File: src/rtl/slice_packer.sv
// Packs a stream of BUS_SIZE slices, slice 0 first, into one wide word and
// holds the finished word under valid/ready until the consumer takes it.
module slice_packer #(
  parameter  int BITS_ENABLES = 2,
  parameter  int BUS_SIZE     = 8,
  localparam int NUM_SLICES   = 2**BITS_ENABLES
) (
  input  logic                           i_clk,
  input  logic                           i_reset,
  input  logic                           i_valid,
  input  logic [BUS_SIZE-1:0]            i_data,
  output logic                           o_ready,
  input  logic                           i_flush,
  output logic [NUM_SLICES*BUS_SIZE-1:0] o_data,
  output logic                           o_valid,
  input  logic                           i_ready,
  output logic [BITS_ENABLES-1:0]        o_count
);

  typedef enum logic {FILL = 1'b0, FULL = 1'b1} state_t;

  localparam logic [BITS_ENABLES-1:0] LAST = BITS_ENABLES'(NUM_SLICES - 1);

  state_t                                  state, state_next;
  logic [NUM_SLICES-1:0][BUS_SIZE-1:0]     slices;
  logic [BITS_ENABLES-1:0]                 count;
  logic                                    accept;

  always_ff @(posedge i_clk) begin
    if (i_reset) state <= FILL;
    else         state <= state_next;
  end

  // Flush overrides the FSM; reset is handled in the state register.
  always_comb begin
    state_next = state;
    o_ready    = 1'b0;
    o_valid    = 1'b0;
    accept     = 1'b0;
    case (state)
      FILL: begin
        o_ready = 1'b1;
        accept  = i_valid && !i_flush;
        if (accept && count == LAST) state_next = FULL;
      end
      FULL: begin
        o_valid = 1'b1;
        if (i_ready) state_next = FILL;
      end
      default: state_next = FILL;
    endcase
    if (i_flush) state_next = FILL;
  end

  // Buffer is never cleared on handoff; new slices overwrite in place.
  always_ff @(posedge i_clk) begin
    if (i_reset || i_flush) begin
      slices <= '0;
      count  <= '0;
    end else if (accept) begin
      slices[count] <= i_data;
      count         <= count + 1'b1;
    end
  end

  assign o_data  = slices;
  assign o_count = count;

endmodule

File: config.mk
export PLATFORM = sky130hd
export DESIGN_NAME = slice_packer
export DESIGN_NICKNAME = d
export VERILOG_FILES = /design/src/rtl/slice_packer.sv
export SDC_FILE = /design/constraint.sdc
export NUM_CORES = 1
export LEC_CHECK = 0
export ABC_AREA = 1
export CAP_MARGIN = 15
export CORE_MARGIN = 2
export CORE_UTILIZATION = 24
export CTS_BUF_LIST = sky130_fd_sc_hd__clkbuf_4
export DETAILED_ROUTE_END_ITERATION = 10
export GPL_TIMING_DRIVEN = 0
export PLACE_DENSITY = 0.59
export SETUP_SLACK_MARGIN = 0.15
export SLEW_MARGIN = 10
export SYNTH_ARGS = -nofsm -noshare
export SYNTH_HDL_FRONTEND = slang
export SYNTH_SLANG_ARGS = --single-unit
export TNS_END_PERCENT = 10
File: constraint.sdc
create_clock -name i_clk -period 1.5 [get_ports i_clk]
set_clock_uncertainty 0.15 [all_clocks]
set_input_delay 0.225 -clock i_clk [delete_from_list [all_inputs] [get_ports i_clk]]
set_output_delay 0.225 -clock i_clk [all_outputs]
set_load 0.005 [all_outputs]
* After elaboration in Yosys (flattened, before gate mapping)
Index checks and enable logic that the tools add are counted.
** Word-level totals
- Word-level logic and storage cells :: 26
- Flip-flop bits (word level) :: 35
- Input bits :: 13
- Output and inout bits :: 36
** Operators by class
- Bitwise logic cells :: 1
- Equal/unequal tests :: 1
- Add/subtract/negate cells :: 1
- Multiplexer cells :: 9
- Order comparisons :: 2
- Reduce and logical (&&, ||, !) cells :: 6
** Operators by type and width (number)
- 32-bit bitwise mux :: 1
- 8-bit demux with 2-bit select :: 1
- 8-bit two-way mux :: 1
- 1-bit two-way mux :: 5
- 1-bit logical AND :: 3
- 2-bit by 3-bit less-than comparator with 1-bit output, second input constant :: 1
- 2-bit by 1-bit adder with 2-bit output, second input constant :: 1
- 2-bit equality test, second input constant :: 1
- 2-bit by 1-bit greater-or-equal comparator with 1-bit output, second input constant :: 1
- 1-bit case mux with 2 select lines :: 1
- 2-bit OR reduction :: 1
- 1-bit zero test :: 1
- 1-bit logical OR :: 1
- 1-bit inverter :: 1

* Longest topological paths before layout
Gate-level depths: netlist of the first run.
- Depth after elaboration :: 5
- Mapped depth :: 7

* Worst setup path after synthesis of the first run
OpenSTA, ideal clock, no wires.
- Path kind :: reg2reg
- Start :: reg count[0] (netlist: o_count[0])
- End :: reg slices (netlist bit o_data[16])
- Cell stages (with the launch flop) :: 8
- Data required time :: 1237 ps
- Library setup time :: 113 ps
- Path slack :: 113 ps
- Arrival :: 1124 ps
- Cells stage by stage :: dfxtp_1 inv_1 ha_1 clkbuf_2 inv_1 nor2_8 nor2_1 nor2_1
** On the way
- Cells in the longest elaborated chain, start to end :: 5
- Elaborated cells between the ends (all ways) :: 6
- Those cells by class :: 2 x order compare; 3 x mux; 1 x reduce/logical
** Ends and longest elaborated chain
- start: declaration :: RTL line 26 : logic [BITS_ENABLES-1:0] count;
- start signal: assignment :: RTL line 62 : count <= count + 1'b1;
- 2-bit by 3-bit less-than comparator with 1-bit output (implied by the code) or 2-bit by 1-bit greater-or-equal comparator with 1-bit output (tied branches) :: RTL line 61 : slices[count] <= i_data;
- 1-bit logical AND (implied by the code) :: RTL line 61
- 8-bit two-way mux (implied by the code) :: RTL line 61
- 8-bit demux with 2-bit select * :: RTL line 61
- 32-bit bitwise mux * :: RTL line 61
- end signal: indexed assignment :: RTL line 61
- end: declaration :: RTL line 25 : logic [NUM_SLICES-1:0][BUS_SIZE-1:0] slices;
Every way passes the cells marked *; elsewhere a longest branch is shown, timed or not.
A chain may end at the register's enable or synchronous reset.

* Worst setup path after layout of the first run
- Start :: in i_flush
- End :: reg slices (netlist bit o_data[11])
** On the way
- Cells in the longest elaborated chain, start to end :: 3
- Elaborated cells between the ends (all ways) :: 4
- Those cells by class :: 1 x mux; 3 x reduce/logical
** Ends and longest elaborated chain
- start: declaration :: RTL line 13 : input logic i_flush,
- 1-bit zero test :: RTL line 43 : accept = i_valid && !i_flush;
- 1-bit logical AND :: RTL line 43
- 1-bit two-way mux :: RTL line 40 : case (state)
Several ways; a longest one is shown, not always the timed one.

==> results of run 1 <==
## metal layers
metal	wire length, µm	part of all wire (%)	vias to the layer above
met5	0	0	-
met4	102	2.4	0
met3	279	6.4	11
met2	2066	48	45
met1	1887	44	724
li1	-	-	811
## kinds of logic (layout without fill, tap and decap cells)
| logic type | Yosys count | in the layout | synth area share (%) |
|---|---|---|---|
| simple gates | 141 | 141 | 43.59 |
| buf+inv | 31 | 94 | 8.594 |
| compound gates | 3 | 3 | 0.9372 |
| flops | 35 | 35 | 43.75 |
| fa+ha+maj | 4 | 4 | 3.125 |
## worst max-delay path, delay by kind of cell
family,cells,cell delay (ps)
buffers and inverters,3,970
and+or+nand+nor,3,290
## area by class of cell
cell class,instances,area (µm²)
clock inverter,2,7.507
sequential,35,735.7
inverter,18,87.58
multi-input combinational,148,798.3
fill,690,4010
buffer,13,101.3
timing repair buffer,55,504.2
tap,77,96.34
clock buffer,6,45.04
## cells in the final DEF (no fill, tap or decap), types with 2 or more instances in the layout
cell type	Yosys	routed
nor2_1	69	65
dlygate4sd2_1	0	34
nand2_1	33	33
nand4_1	32	32
dfxtp_2	0	25
inv_1	16	11
clkdlybuf4s50_1	0	11
dfxtp_1	35	9
buf_4	3	8
clkbuf_4	0	6
nor2_2	1	5
buf_6	0	5
inv_4	0	4
nor2_8	4	4
buf_2	6	4
inv_6	0	2
o21ai_0	2	2
clkbuf_8	0	2
ha_4	0	2
ha_1	4	2
clkinv_1	0	2
dlymetal6s2s_1	0	2
## how the worst min path moves through the flow
stage	from	endpoint	slack, ps	depth (start not counted)
after detailed placement	o_data[14]$_SDFFE_PP0P_	o_data[14]$_SDFFE_PP0P_	320	2
after global routing	i_valid	o_count[0]$_SDFFE_PP0P_	130	3
after CTS	o_data[20]$_SDFFE_PP0P_	o_data[20]$_SDFFE_PP0P_	320	2
after floorplan	i_valid	o_count[0]$_SDFFE_PP0P_	240	2
after global placement	o_data[2]$_SDFFE_PP0P_	o_data[2]$_SDFFE_PP0P_	320	2
final	i_valid	o_count[0]$_SDFFE_PP0P_	100	3
## flip-flops by register name, indices dropped and copies added, names as in the netlist
register,count
o_data,32
o_count,2
state,1
## power by group through the flow
stage	registers [mW]	logic (mW)	clock network, mW
detailed placement	0.973	0.243	0
global placement	0.973	0.240	0
floorplan	0.973	0.143	0
CTS	0.950	0.258	0.518
global route	0.952	0.301	0.559
finish	0.950	0.275	0.489
## timing repair
action	in CTS	in global routing
cloned	0	0
buffers inserted	3	4
pin swaps	54	4
resized for setup	91	9
hold endpoints to repair	0	0
endpoints found under the setup margin	69	41
## metrics by stage
stage          std cells  setup TNS, ps  area (µm²)
5_1_grt              354              0        2376
3_3_place_gp         339          -5568        2178
3_5_place_dp         339          -6606        2178
4_1_cts              350         -69.07        2316
6_report             354              0        2376
2_1_floorplan        214              0        1602
==> metrics, run 1 <==
status=completed; via/cell ratio=4.494; relative slew slack=between 70% and 80%; Max Cap Viol=0; Reg2Reg Depth=6; mean post-synth cell area=7.484 µm²; fin nets=293; WP data required=1590 ps; WL/cell=12.25 µm; Overflow after GRT=0; maximum clock path buffer count=2; vias in the first global route=1,517; HPWL after detailed placement=3.165 mm; antenna violations before repair=0; number of buffers added on ports=48; first drt pass iteration count=4; hold_ws=around 100 ps; met3 usage=4.042%; count leader, synth=nor2_1; DRC=0; Final Hold Viols=0; largest net degree at the start of global routing=11; routed via count=1,591; Flop pwr share=55.4%; layout cells sized above 1=25.99%; crit end category=flop; Post-synth EDFFs=0; Tmin final=1400 ps; switch share=26.95%; post-synth top area share=about 44%; gr busiest metal=met2; synth cell count leaders=nor2_1 (69), dfxtp_1 (35), nand2_1 (33); worst-skew pair later-pin latency=330 ps; Critical Path Source=i_flush; CTS root buffer=clkbuf_4; core area=about 6400 µm²; final setup vio count=0; Slew @ Worst Pin=398.0 ps; type of the worst setup path=primary input to flop; dominant cells by area after synthesis=dfxtp_1 (44%), nor2_1 (16%), nand4_1 (13%), nand2_1 (7.7%), nor2_8 (5.0%); clock sinks=35; Pint=1.252 mW; RSZ-0062 raised after global routing=true; Max VDD drop=approximately 0.24 mV; die area=approximately 7300 µm²; overall power=1.714 mW; RR Endpoint=state$_SDFF_PP0_; CTS tree=done; most common flop cell mapped by yosys=dfxtp_1; worst hold path type=primary input to flop; sequential area share after synthesis=43.75%; Mapped Cells=214; clock share of power=28.5%; Worst-path clk slew=100 ps; Area Growth Syn to Fin=48.36%; Arr. time, crit path=1490 ps; M1 GR Usage=15.29%; ant diodes=0; Critical Path End=o_data[11]$_SDFFE_PP0P_; Power Density=about 720 nW/µm²; LEAKAGE=1.146 nW; asr flop ratio synth=0%; Synthesis Warnings=0; slowest CP cell=clkdlybuf4s50_1; boundary pin count=between 40 and 50; area leader, netlist=dfxtp_1; Psw=461.9 µW; final worst-path cycle share=roughly 93%; met2 global-route usage=around a fifth; Finished Core Util=37.21%; Slew Limit Fails=0; post-synthesis register bit count=35; routed wire length=4.336 mm; pre-CTS setup slack=-230.3 ps; GPL Wtd Cong=between 0.8 and 0.9; num rows=29; CP Cell Sequence=clkdlybuf4s50_1 > inv_2 > buf_1 > nand4_1 > nand2_1 > nor2_1; number of CTS-inserted buffers=5; first-pass GRT wire length=7.017 mm; syn nets=around 230; antenna viol nets, final=0; Initial Utilization=between 20% and 30%; Die Span Y=85.69 µm; H-tree Lvls=2; Final Worst Setup Slack=roughly 100 ps; Die X=85.69 µm; Syn Std Cell Area=around 1600 µm²; FF-to-FF setup slack=110 ps; GRT Util Overall=12.07%; Critical Path Start Type=primary input; crit-path max FO=10; Yosys cell types=17; Worst path max stage delay=460 ps; Fmax=a little over 0.7 GHz; R2R Path Start=state$_SDFF_PP0_; Comb pwr share=between 10% and 20%; hold-fix buffers at CTS=0; drt initial violations=74
(Power assumes the default switching activity.)
==> inputs of run 2 (changes only) <==
CORE_MARGIN = unset   (was 2)
GPL_ROUTABILITY_DRIVEN = 1   (was unset)
==> run 2 against run 1 <==
Critical path depth grew 2. Non-clock buffer count grew 5. Highest routed layer unchanged. Fmax grew 1.8%. Sequential share of layout area shrank 1.1 points. Core utilization grew 1.6 points. Worst setup slack gained 25 ps. Cell count grew 1.7%. Sequential cell count is the same. Worst hold slack gained 210 ps. Largest cell class unchanged. Critical path type is now flop to flop. Register-to-register slack is essentially flat. First-iteration DRC count grew 9.5%. Global-route usage grew 0.72 points.
==> metrics, run 2 (same netlist as run 1, synthesis figures left out) <==
Psw=between 400 and 500 µW; type of the worst setup path=flop to flop; Hold Path Origin=o_data[30]$_SDFFE_PP0P_; M1 GR Usage=16.18%; Slew @ Worst Pin=204.2 ps; Initial Utilization=25.08%; routed via count=1,602; most frequent cells in the layout=nor2_1 (61), dlygate4sd2_1 (34), nand2_1 (33); RSZ-0062 raised after global routing=true; CTS tree=done; Critical Path Start Type=flop; worst-skew pair later-pin latency=330 ps; core area=6386 µm²; num rows=29; CTS root buffer=clkbuf_4; antenna violations before repair=0; WL/cell=12.59 µm; hold_ws=313.0 ps; CP Cell Sequence=buf_6 > inv_6 > ha_4 > buf_6 > inv_4 > nor2_8 > nor2_1 > nor2_1; die area=around 7000 µm²; drt initial violations=81; Comb pwr share=17.4%; Max VDD drop=roughly 0.27 mV; largest net degree at the start of global routing=11; FF-to-FF setup slack=120 ps; final worst-path cycle share=91.69%; final setup vio count=0; WP data required=1620 ps; most common cell after layout, fill and taps aside=nor2_1; Flop pwr share=54.4%; Power Density=703.1 nW/µm²; crit-path max FO=8; via/cell ratio=4.450; Largest register FFs=32; Pint=1.270 mW; boundary pin count=49; Final Hold Viols=0; slowest CP cell=dfxtp_2; layout cells sized above 1=31.10%; worst hold path type=flop to flop; Hold Path Sink=o_data[30]$_SDFFE_PP0P_; fin nets=299; dpl cells=339; crit end category=flop; maximum clock path buffer count=2; H-tree Lvls=2; Fmax=a little over 0.7 GHz; status=completed; Tmin final=approximately 1400 ps; switch share=27.20%; routed wire length=between 4 and 5 mm; DRC=0; CP top delay family=buffers and inverters; R2R Path Start=o_count[1]$_SDFFE_PP0P_; first-pass GRT wire length=roughly 7.1 mm; Overflow after GRT=0; Worst path max stage delay=340 ps; relative slew slack=a little under nine tenths; first drt pass iteration count=4; Non-Filler Instances=360; Slew Limit Fails=0; ant diodes=0; met2 global-route usage=21.51%; Area Growth Syn to Fin=54.92%; Arr. time, crit path=1500 ps; LEAKAGE=1.161 nW; Reg2Reg Depth=8; setup_tns=0 ps; Die X=~84 µm; number of buffers added on ports=48; gr busiest metal=met2; Die Span Y=83.69 µm; GRT Util Overall=between 10% and 20%; Max Cap Viol=0; Finished Core Util=38.85%; vias in the first global route=1,506; met3 usage=3.759%; hold depth=2; antenna viol nets, final=0; HPWL after detailed placement=between 3 and 4 mm; number of CTS-inserted buffers=5; RR Endpoint=o_data[0]$_SDFFE_PP0P_; clock share of power=28.1%; GPL Wtd Cong=0.8239; Worst-path clk slew=approximately 100 ps; clock sinks=35; overall power=1.744 mW; hold-fix buffers at CTS=0; Critical path buffers and inverters=4
==> run 2: power groups by stage <==
stage	clock (mW)	combinational (mW)	sequential (mW)
after floorplan	0	0.143	0.973
after global placement	0	0.240	0.973
after detailed placement	0	0.242	0.974
after CTS	0.514	0.252	0.950
after global routing	0.563	0.333	0.952
final	0.491	0.304	0.950
==> run 2: how the worst max path moves through the flow <==
stage / from / endpoint / cells after the start
CTS: o_count[1]$_SDFFE_PP0P_ / o_data[13]$_SDFFE_PP0P_ / 8
global placement: i_flush / o_data[23]$_SDFFE_PP0P_ / 6
floorplan: o_count[0]$_SDFFE_PP0P_ / o_data[0]$_SDFFE_PP0P_ / 7
detailed placement: i_flush / o_data[11]$_SDFFE_PP0P_ / 6
global route: o_count[1]$_SDFFE_PP0P_ / o_data[1]$_SDFFE_PP0P_ / 8
finish: o_count[1]$_SDFFE_PP0P_ / o_data[0]$_SDFFE_PP0P_ / 8
==> run 2: repair_timing <==
action,CTS,global route
buffers inserted,3,8
resized for setup,90,30
gates cloned,0,2
endpoints found under the setup margin,69,39
pin swaps,39,11
==> run 2: cell type report <==
type / instances / area [µm²]
timing repair buffer: 60 / 554.3
clock inverter: 2 / 7.507
tap: 77 / 96.34
sequential: 35 / 742.0
fill: 670 / 3905
multi-input combinational: 149 / 837.1
buffer: 13 / 108.9
inverter: 18 / 90.09
clock buffer: 6 / 45.04
==> run 2: through the flow <==
step | cell area, µm² | worst slack [ps]
floorplan | 1602 | 120.4
global placement | 2178 | -201.4
detailed placement | 2178 | -214.1
CTS | 2297 | 76.23
global route | 2481 | 53.63
finish | 2481 | 124.7
==> run 2: per-layer routing <==
layer	routed length [µm]	share of wire (%)
met5	0	0
met4	29	0.64
met3	300	6.6
met2	2251	50
met1	1951	43
==> run 2: worst register-to-register path, stage by stage, from the launching register on <==
cell and delay [ps]:
dfxtp_2 340, buf_6 130, inv_6 70, ha_4 130, buf_6 130, inv_4 50
nor2_8 150, nor2_1 60, nor2_1 100
